--- src/rtl/jtvigil_pcm_mc.sv ---
// Multi-channel PCM sample fetcher: per-channel ROM pointers with manual or
// rate-driven stepping, sharing one PCM ROM port through a round-robin fetch FSM.
module jtvigil_pcm_mc #(
    parameter int         CH       = 2,
    parameter int         AW       = 16,
    parameter int         DW       = 8,
    parameter logic [7:0] END_CODE = 8'h80
) (
    input  logic                   clk,
    input  logic                   rst_n,
    input  logic                   cen,
    input  logic                   cpu_wr,
    input  logic                   cpu_rd,
    input  logic [$clog2(CH)+1:0]  cpu_addr,
    input  logic [7:0]             cpu_din,
    output logic [DW-1:0]          cpu_dout,
    output logic                   rom_cs,
    output logic [AW-1:0]          rom_addr,
    input  logic [DW-1:0]          rom_data,
    input  logic                   rom_ok,
    output logic [CH*DW-1:0]       snd_ch,
    output logic [CH-1:0]          sample,
    output logic [CH-1:0]          running
);

    localparam int CHW = (CH > 1) ? $clog2(CH) : 1;

    typedef enum logic [1:0] {IDLE, REQ, WAIT} state_t;

    state_t        st;
    logic [AW-1:0] ptr  [CH];
    logic [3:0]    rate [CH];
    logic [3:0]    pre  [CH];
    logic [DW-1:0] smp  [CH];
    logic [CH-1:0] run, autom, stop, pend;
    logic [CHW-1:0] sel, rr, nxt_sel, scan, ch_a;
    logic [1:0]    reg_a;
    logic          found, wr_q, ptr_hit, ch_ok, wr_edge, ptr_wr, hit_now;

    generate
        if (CH > 1) begin : g_multi
            assign ch_a = cpu_addr[CHW+1:2];
        end else begin : g_single
            assign ch_a = '0;
        end
    endgenerate

    assign reg_a   = cpu_addr[1:0];
    assign ch_ok   = (int'(ch_a) < CH);
    assign wr_edge = cpu_wr & ~wr_q;
    assign ptr_wr  = wr_edge & ch_ok & ~reg_a[1];
    // A pointer write to the channel being fetched overrides the post-capture increment
    assign hit_now = ptr_wr && ((st == IDLE) ? (found && ch_a == nxt_sel) : (ch_a == sel));

    always_comb begin
        found   = 1'b0;
        nxt_sel = '0;
        scan    = '0;
        for (int k = CH - 1; k >= 0; k--) begin
            scan = CHW'((int'(rr) + k) % CH);
            if (pend[scan]) begin
                found   = 1'b1;
                nxt_sel = scan;
            end
        end
    end

    always_ff @(posedge clk or negedge rst_n) begin
        if (!rst_n) begin
            st       <= IDLE;
            sel      <= '0;
            rr       <= '0;
            pend     <= '0;
            run      <= '0;
            autom    <= '0;
            stop     <= '0;
            wr_q     <= 1'b0;
            ptr_hit  <= 1'b0;
            rom_cs   <= 1'b0;
            rom_addr <= '0;
            sample   <= '0;
            cpu_dout <= '0;
            for (int i = 0; i < CH; i++) begin
                ptr[i]  <= '0;
                rate[i] <= '0;
                pre[i]  <= '0;
                smp[i]  <= '0;
            end
        end else begin
            wr_q   <= cpu_wr;
            sample <= '0;
            if (cpu_rd) cpu_dout <= ch_ok ? smp[ch_a] : '0;

            case (st)
                IDLE: if (found) begin
                    sel      <= nxt_sel;
                    rr       <= CHW'((int'(nxt_sel) + 1) % CH);
                    rom_cs   <= 1'b1;
                    rom_addr <= ptr[nxt_sel];
                    ptr_hit  <= hit_now;
                    st       <= REQ;
                end
                REQ: begin
                    if (hit_now) ptr_hit <= 1'b1;
                    st <= WAIT;
                end
                WAIT: begin
                    if (hit_now) ptr_hit <= 1'b1;
                    if (rom_ok) begin
                        pend[sel] <= 1'b0;
                        rom_cs    <= 1'b0;
                        st        <= IDLE;
                        if (stop[sel] && rom_data[7:0] == END_CODE) begin
                            run[sel] <= 1'b0;
                        end else begin
                            smp[sel]    <= rom_data;
                            sample[sel] <= 1'b1;
                            if (!ptr_hit && !hit_now) ptr[sel] <= ptr[sel] + 1'b1;
                        end
                    end
                end
                default: st <= IDLE;
            endcase

            // Set after the capture clear so a step landing on a capture is kept
            for (int i = 0; i < CH; i++) begin
                if (cen && run[i] && autom[i]) begin
                    if (pre[i] == rate[i]) begin
                        pre[i]  <= '0;
                        pend[i] <= 1'b1;
                    end else begin
                        pre[i] <= pre[i] + 4'd1;
                    end
                end
            end

            if (wr_edge && ch_ok) begin
                case (reg_a)
                    2'd0: ptr[ch_a][7:0] <= cpu_din;
                    2'd1: ptr[ch_a][AW-1:8] <= (AW-8)'(cpu_din);
                    2'd2: begin
                        run[ch_a]   <= cpu_din[0];
                        autom[ch_a] <= cpu_din[1];
                        stop[ch_a]  <= cpu_din[2];
                        rate[ch_a]  <= cpu_din[7:4];
                        pre[ch_a]   <= '0;
                        if (!cpu_din[0]) pend[ch_a] <= 1'b0;
                    end
                    default: if (run[ch_a] && !autom[ch_a]) pend[ch_a] <= 1'b1;
                endcase
            end
        end
    end

    for (genvar g = 0; g < CH; g++) begin : g_out
        assign snd_ch[g*DW +: DW] = smp[g];
    end
    assign running = run;

endmodule

--- config.mk ---
export PLATFORM = sky130hd
export DESIGN_NAME = jtvigil_pcm_mc
export DESIGN_NICKNAME = d
export VERILOG_FILES = /design/src/rtl/jtvigil_pcm_mc.sv
export SDC_FILE = /design/constraint.sdc
export NUM_CORES = 1
export LEC_CHECK = 0
export CORE_UTILIZATION = 30
export DETAILED_ROUTE_END_ITERATION = 12
export GPL_ROUTABILITY_DRIVEN = 0
export PLACE_DENSITY = 0.5
export SETUP_SLACK_MARGIN = 0.3
export SYNTH_ARGS = -nofsm -noshare
export SYNTH_HDL_FRONTEND = slang
export SYNTH_SLANG_ARGS = --single-unit
--- constraint.sdc ---
create_clock -name clk -period 7.7 [get_ports clk]
set_clock_uncertainty 0.15 [all_clocks]
set_input_delay 1.54 -clock clk [delete_from_list [all_inputs] [get_ports clk]]
set_output_delay 1.54 -clock clk [all_outputs]
set_load 0.01 [all_outputs]
==> results.py, run 1 <==
metrics = {
    "drt": {
        "met2_length_um": 6120,
        "vias": 3927,
        "wl_met3_um": 704,
        "ant_nets": 0,
        "wl_per_cell_um": 16.5,
        "drc": 0,
        "wl_met1_um": 6150,
        "drt_iter0_drc": 172,
        "first_pass_iters": 4,
        "wirelength_um": 13200,
        "top_layer": "met4",
        "via_per_inst": 4.91,
    },
    "finish": {
        "layout-area-overhead-vs-synth_pct": 21.1,
        "n_antenna_cell": 0,
        "multi_input_area_mm2": 0.00270,
        "final_cell_area_mm2": 0.00663,
        "fillers": 1777,
        "drive_gt1_share_pct": 12.1,
        "final-seq-area_mm2": 0.00263,
        "nets": 598,
    },
    "clock_network": {
        "cts_resized": 0,
        "cts_buffer_depth": 2,
        "clk_pin_slew_ps": 70,
        "cts.sinks": 105,
        "htreeDepth": 3,
        "clk_latency_ps": 360,
        "cts_hold_buf": 0,
        "cts_tree": "built",
        "cts_root_buf": "clkbuf_16",
        "post-cts-setup-buffers": 0,
        "numCtsBuffers": 9,
    },
    "logic_synthesis": {
        "muxShareOfSynthArea_pct": 17.7,
        "syn-num-nets": 540,
        "synth.area.top_cells": "dfrtp_1 48%, mux2i_1 11%, mux2_2 5.5%, xor2_1 3.8%, nand2_1 3.5%",
        "synth_top_cell_by_area": "dfrtp_1",
        "synth-simple-area-share_pct": 14.1,
        "ys_seq_area_share_pct": 48.0,
        "syn-mean-instance-area_um2": 10.8,
        "synth_top_cell_area_share_pct": 48.0,
        "synth.distinct_cells": 60,
        "synth_cells": 508,
        "synthTopCellsByCount": "105 x dfrtp_1, 58 x mux2i_1, 51 x nand2_1",
        "synthAdderAreaFrac_pct": 1.60,
        "async_flop_share_pct": 100,
        "synth_seq_cells": 105,
        "yosys_warnings": 0,
        "synth_compound_area_share_pct": 10.4,
        "synth_top_family_by_area": "multiplexers",
        "yosysMostFrequentCell": "dfrtp_1",
        "synth_flop_cell": "dfrtp_1",
        "synth_edf_count": 0,
        "synth_xor_area_share_pct": 5.44,
        "synth_area_mm2": 0.00548,
    },
    "power_and_ir_drop": {
        "ir_drop_mv": 0.155,
        "totalPowerFinal_mw": 2.34,
        "static-leakage-power_nw": 2.95,
        "power_density_mw_per_mm2": 353,
    },
    "worst_setup_path": {
        "path_max_fanout": 19,
        "critical_path.startpoint_type": "primary input",
        "rrSetupSlack_ps": 4640,
        "end_kind": "register",
        "cp.arrival_ps": 4210,
        "setup.worst_path.class": "primary input to register",
        "rr_endpoint": "ptr[26]",
        "reg2reg_depth": 7,
        "cp.required_ps": 7790,
        "timing.rr.start": "sel",
    },
    "timing": {
        "fin_crit_sh_pct": 53.6,
        "slew-limit-headroom_pct": 31.0,
        "tns_ps": 0,
        "finalSetupViolCount": 0,
        "worstMarginPinSlew_ps": 1030,
        "hold_viol": 0,
        "final-max-slew-violation-count": 0,
        "worst_slack_ps": 3580,
        "rsz0062_at_grt": "false",
        "max_freq_mhz": 243,
        "period_minus_slack_ps": 4120,
    },
    "status": {
        "status": "complete, no violations",
    },
    "floorplan": {
        "io_pins": 70,
        "die_w_um": 137,
        "start_util_pct": 30.6,
        "design.core.area_mm2": 0.0179,
        "die_h_um": 137,
        "num_rows": 49,
        "die_area_mm2": 0.0188,
    },
    "placed_design": {
        "pre_cts_ws_ps": 3170,
        "dpl.hpwl_um": 9280,
        "placed_cell_area_mm2": 0.00635,
        "port_buffers": 69,
    },
    "min_path": {
        "worstHoldEndpoint": "rom_addr[7]",
        "hold_class": "register to register",
        "worstHoldStart": "rom_addr[7]",
        "worstHoldPathCells": 2,
    },
    "run": {
        "drv_cap": 0,
    },
    "global_route": {
        "antenna_found_initial": 0,
        "grt_pass1_wl_um": 21600,
        "grtUsageTotal_pct": 15.3,
        "grt_pass1_vias": 3990,
        "grt_start_max_net_pins": 74,
        "grt_overflow_total": 0,
    },
}
-- cell families after synthesis --
logic type	after synthesis
compound gates	88
xor+xnor	34
fa+ha+maj	7
buf+inv	31
flops	105
mux	92
simple gates	151
-- how the worst max path moves through the flow --
stage           startpoint     end  slack, ps
4_1_cts        cpu_addr[2]  ptr[3]       3560
5_1_grt        cpu_addr[2]  ptr[3]       3420
3_5_place_dp   cpu_addr[2]  ptr[3]       3170
6_report       cpu_addr[2]  ptr[3]       3580
3_3_place_gp   cpu_addr[2]  ptr[3]       3220
2_1_floorplan  cpu_addr[2]  ptr[3]       4540
-- stage by stage --
| stage | hold WS, ps | std cells | util, % |
|---|---|---|---|
| after global routing | 365 | 800 | 37.1 |
| after global placement | 312 | 784 | 35.5 |
| after floorplan | 300 | 508 | - |
| after detailed placement | 320 | 784 | 35.5 |
| final | 328 | 800 | 37.1 |
| after CTS | 337 | 800 | 37.1 |
-- worst max-delay path: stages --
cell and delay (ps):
clkdlybuf4s50_1 1110, xor2_1 190, nand2b_1 130, a31oi_4 350, nand2_4 240, mux2_1 380, mux2_4 260
-- placed cells by master (no fill, tap or decap), types with 3 or more instances in the layout --
cell,instances
dfrtp_1,105
clkdlybuf4s50_1,68
mux2i_1,58
nand2_1,51
nor2_1,37
a21oi_1,28
mux2_2,27
xor2_1,24
o21ai_0,24
nand3_1,19
o21ai_1,15
xnor2_1,10
clkbuf_16,9
ha_1,7
nand4_1,6
nand4b_1,5
inv_1,5
nor2b_1,5
mux2_1,5
buf_4,5
nand3b_1,4
and3_1,3
clkinvlp_4,3
-- registers in the layout, indices dropped and copies added, names as in the netlist, 2 cells and up --
signal,count
st,2
cpu_dout,8
stop,2
pre,8
rate,8
running,2
snd_ch,16
autom,2
sample,2
pend,2
rom_addr,16
ptr,32
-- power breakdown --
group / switching (mW) / internal [mW] / leakage [nW]
sequential: 0.199 / 0.764 / 1.30
clock: 0.219 / 0.224 / 0.127
combinational: 0.444 / 0.490 / 1.52
-- layout make-up --
type | count | area share (%)
multi-input combinational | 372 | 40.7
sequential | 105 | 39.6
timing repair buffer | 73 | 10.8
tap | 229 | 4.32
clock buffer | 10 | 3.45
clock inverter | 6 | 0.773
inverter | 5 | 0.283
-- layer usage --
layer,up-vias,GRT usage (%)
met1,1902,19.3
li1,1909,-
met2,99,24.9
met5,-,0
met3,17,4.37
met4,0,5.43
No activity file was read; power rests on OpenSTA's default activity.
==> run 2, diff against run 1 <==
==> constraint.sdc (replaced) <==
create_clock -name clk -period 4.3 [get_ports clk]
set_clock_uncertainty 0.15 [all_clocks]
set_input_delay 0.86 -clock clk [delete_from_list [all_inputs] [get_ports clk]]
set_output_delay 0.86 -clock clk [all_outputs]
set_load 0.01 [all_outputs]
==> run 2 against run 1 <==
Against the previous run:
- die area did not move
- setup slack got worse by 2400 ps
- power grew 80%
- sequential cell count is the same
- combinational power up 80%
- clock power rose by 84%
- critical path depth is the same
- final area rose by 0.62%
- worst hold slack worse by 1.8 ps
- first-iteration DRC count grew 56%
==> results.py, run 2 (synthesis gave the netlist of run 1 again) <==
metrics = {
    "status": {
        "status": "complete, no violations",
    },
    "floorplan": {
        "start_util_pct": 30.6,
        "die_w_um": 137,
        "design.core.area_mm2": 0.0179,
        "die_area_mm2": 0.0188,
        "num_rows": 49,
        "io_pins": 70,
        "die_h_um": 137,
    },
    "min_path": {
        "worstHoldPathCells": 2,
        "worstHoldStart": "rom_addr[5]",
        "hold_class": "register to register",
        "worstHoldEndpoint": "rom_addr[5]",
    },
    "power_and_ir_drop": {
        "power_density_mw_per_mm2": 632,
        "ir_drop_mv": 0.250,
        "static-leakage-power_nw": 2.99,
        "totalPowerFinal_mw": 4.22,
    },
    "global_route": {
        "grt_start_max_net_pins": 106,
        "grt_overflow_total": 0,
        "grt_pass1_wl_um": 22400,
        "antenna_found_initial": 0,
        "grt_pass1_vias": 4096,
        "grtUsageTotal_pct": 15.7,
    },
    "timing": {
        "fin_crit_sh_pct": 71.6,
        "worstMarginPinSlew_ps": 789,
        "finalSetupViolCount": 0,
        "max_freq_mhz": 325,
        "final-max-slew-violation-count": 0,
        "hold_viol": 0,
        "slew-limit-headroom_pct": 47.2,
        "rsz0062_at_grt": "false",
        "period_minus_slack_ps": 3080,
        "tns_ps": 0,
    },
    "drt": {
        "wl_per_cell_um": 16.6,
        "wirelength_um": 13400,
        "vias": 3931,
        "via_per_inst": 4.90,
        "ant_nets": 0,
        "drc": 0,
        "first_pass_iters": 4,
        "drt_iter0_drc": 268,
    },
    "finish": {
        "layout-area-overhead-vs-synth_pct": 21.8,
        "n_antenna_cell": 0,
        "multi_input_area_mm2": 0.00270,
        "fillers": 1779,
        "largest_reg_flops": 32,
        "drive_gt1_share_pct": 12.7,
        "top_register": "ptr",
        "final_cell_mix": "105 x dfrtp_1, 68 x clkdlybuf4s50_1, 58 x mux2i_1, 51 x nand2_1, 37 x nor2_1",
        "nets": 601,
        "mostFrequentLayoutCell": "dfrtp_1",
        "final_cell_area_mm2": 0.00668,
        "final-seq-area_mm2": 0.00263,
    },
    "worst_setup_path": {
        "cp.required_ps": 4390,
        "end_kind": "register",
        "rr_endpoint": "ptr[26]",
        "rrSetupSlack_ps": 1410,
        "setup.worst_path.class": "primary input to register",
        "reg2reg_depth": 9,
        "path_max_fanout": 14,
        "timing.rr.start": "sel",
        "cp.arrival_ps": 3170,
        "critical_path.startpoint_type": "primary input",
    },
    "clock_network": {
        "cts_hold_buf": 0,
        "htreeDepth": 3,
        "cts_root_buf": "clkbuf_16",
        "post-cts-setup-buffers": 0,
        "cts_buffer_depth": 2,
        "clk_pin_slew_ps": 70,
        "cts.sinks": 105,
        "clk_latency_ps": 360,
        "cts_resized": 0,
        "numCtsBuffers": 9,
        "cts_tree": "built",
    },
    "placed_design": {
        "dpl.hpwl_um": 9130,
        "port_buffers": 69,
        "placed_cell_area_mm2": 0.00639,
    },
    "run": {
        "drv_cap": 0,
    },
}
==> run 2: changes by cell type in the layout (fill, tap and decap cells not counted), sizes merged <==
cell,delta
clkinv,+1
clkbuf,-1
buf,+3
inv,+2
clkinvlp,-2
==> run 2: per-layer routing <==
layer / vias up / wire length (µm) / track usage, %
li1: 1924 / - / -
met1: 1914 / 6410 / 20.8
met2: 81 / 6200 / 25.4
met3: 12 / 611 / 4.07
met4: 0 / 139 / 4.03
met5: - / 0 / 0
==> run 2: final cells by class <==
class	instances	area share [%]
timing repair buffer	76	11.3
clock inverter	7	0.918
multi-input combinational	372	40.5
clock buffer	9	3.37
tap	229	4.29
sequential	105	39.4
inverter	5	0.281
==> run 2: worst max-delay path, cell delays in order <==
cell and delay, ps:
clkdlybuf4s50_1 460, nor4_1 570, and3_4 310, nor2_4 100, nand2_4 260, mux2_1 360
mux2_4 250
==> run 2: worst max-delay path by stage <==
stage / start / cells after the start / to / slack (ps)
2_1_floorplan: sel / 12 / ptr[10] / 1650
3_3_place_gp: rom_data[2] / 7 / ptr[3] / 920
3_5_place_dp: rom_data[2] / 7 / ptr[3] / 830
4_1_cts: rom_data[2] / 7 / ptr[3] / 1200
5_1_grt: rom_data[2] / 7 / ptr[3] / 1060
6_report: rom_data[5] / 7 / ptr[3] / 1220
==> run 2: report_power, final <==
| group | switching (mW) | leakage [nW] | internal [mW] |
|---|---|---|---|
| Sequential | 0.362 | 1.30 | 1.37 |
| Combinational | 0.793 | 1.54 | 0.882 |
| Clock | 0.409 | 0.140 | 0.406 |
| Total | 1.56 | 2.99 | 2.66 |
==> run 2: metrics by stage <==
step | hold WS, ps | setup slack [ps] | utilization (%) | instances
final | 326 | 1220 | 37.3 | 803
after global routing | 352 | 1060 | 37.3 | 803
after CTS | 336 | 1200 | 37.3 | 803
after detailed placement | 319 | 826 | 35.7 | 787
after global placement | 311 | 915 | 35.7 | 787
after floorplan | 300 | 1650 | - | 508
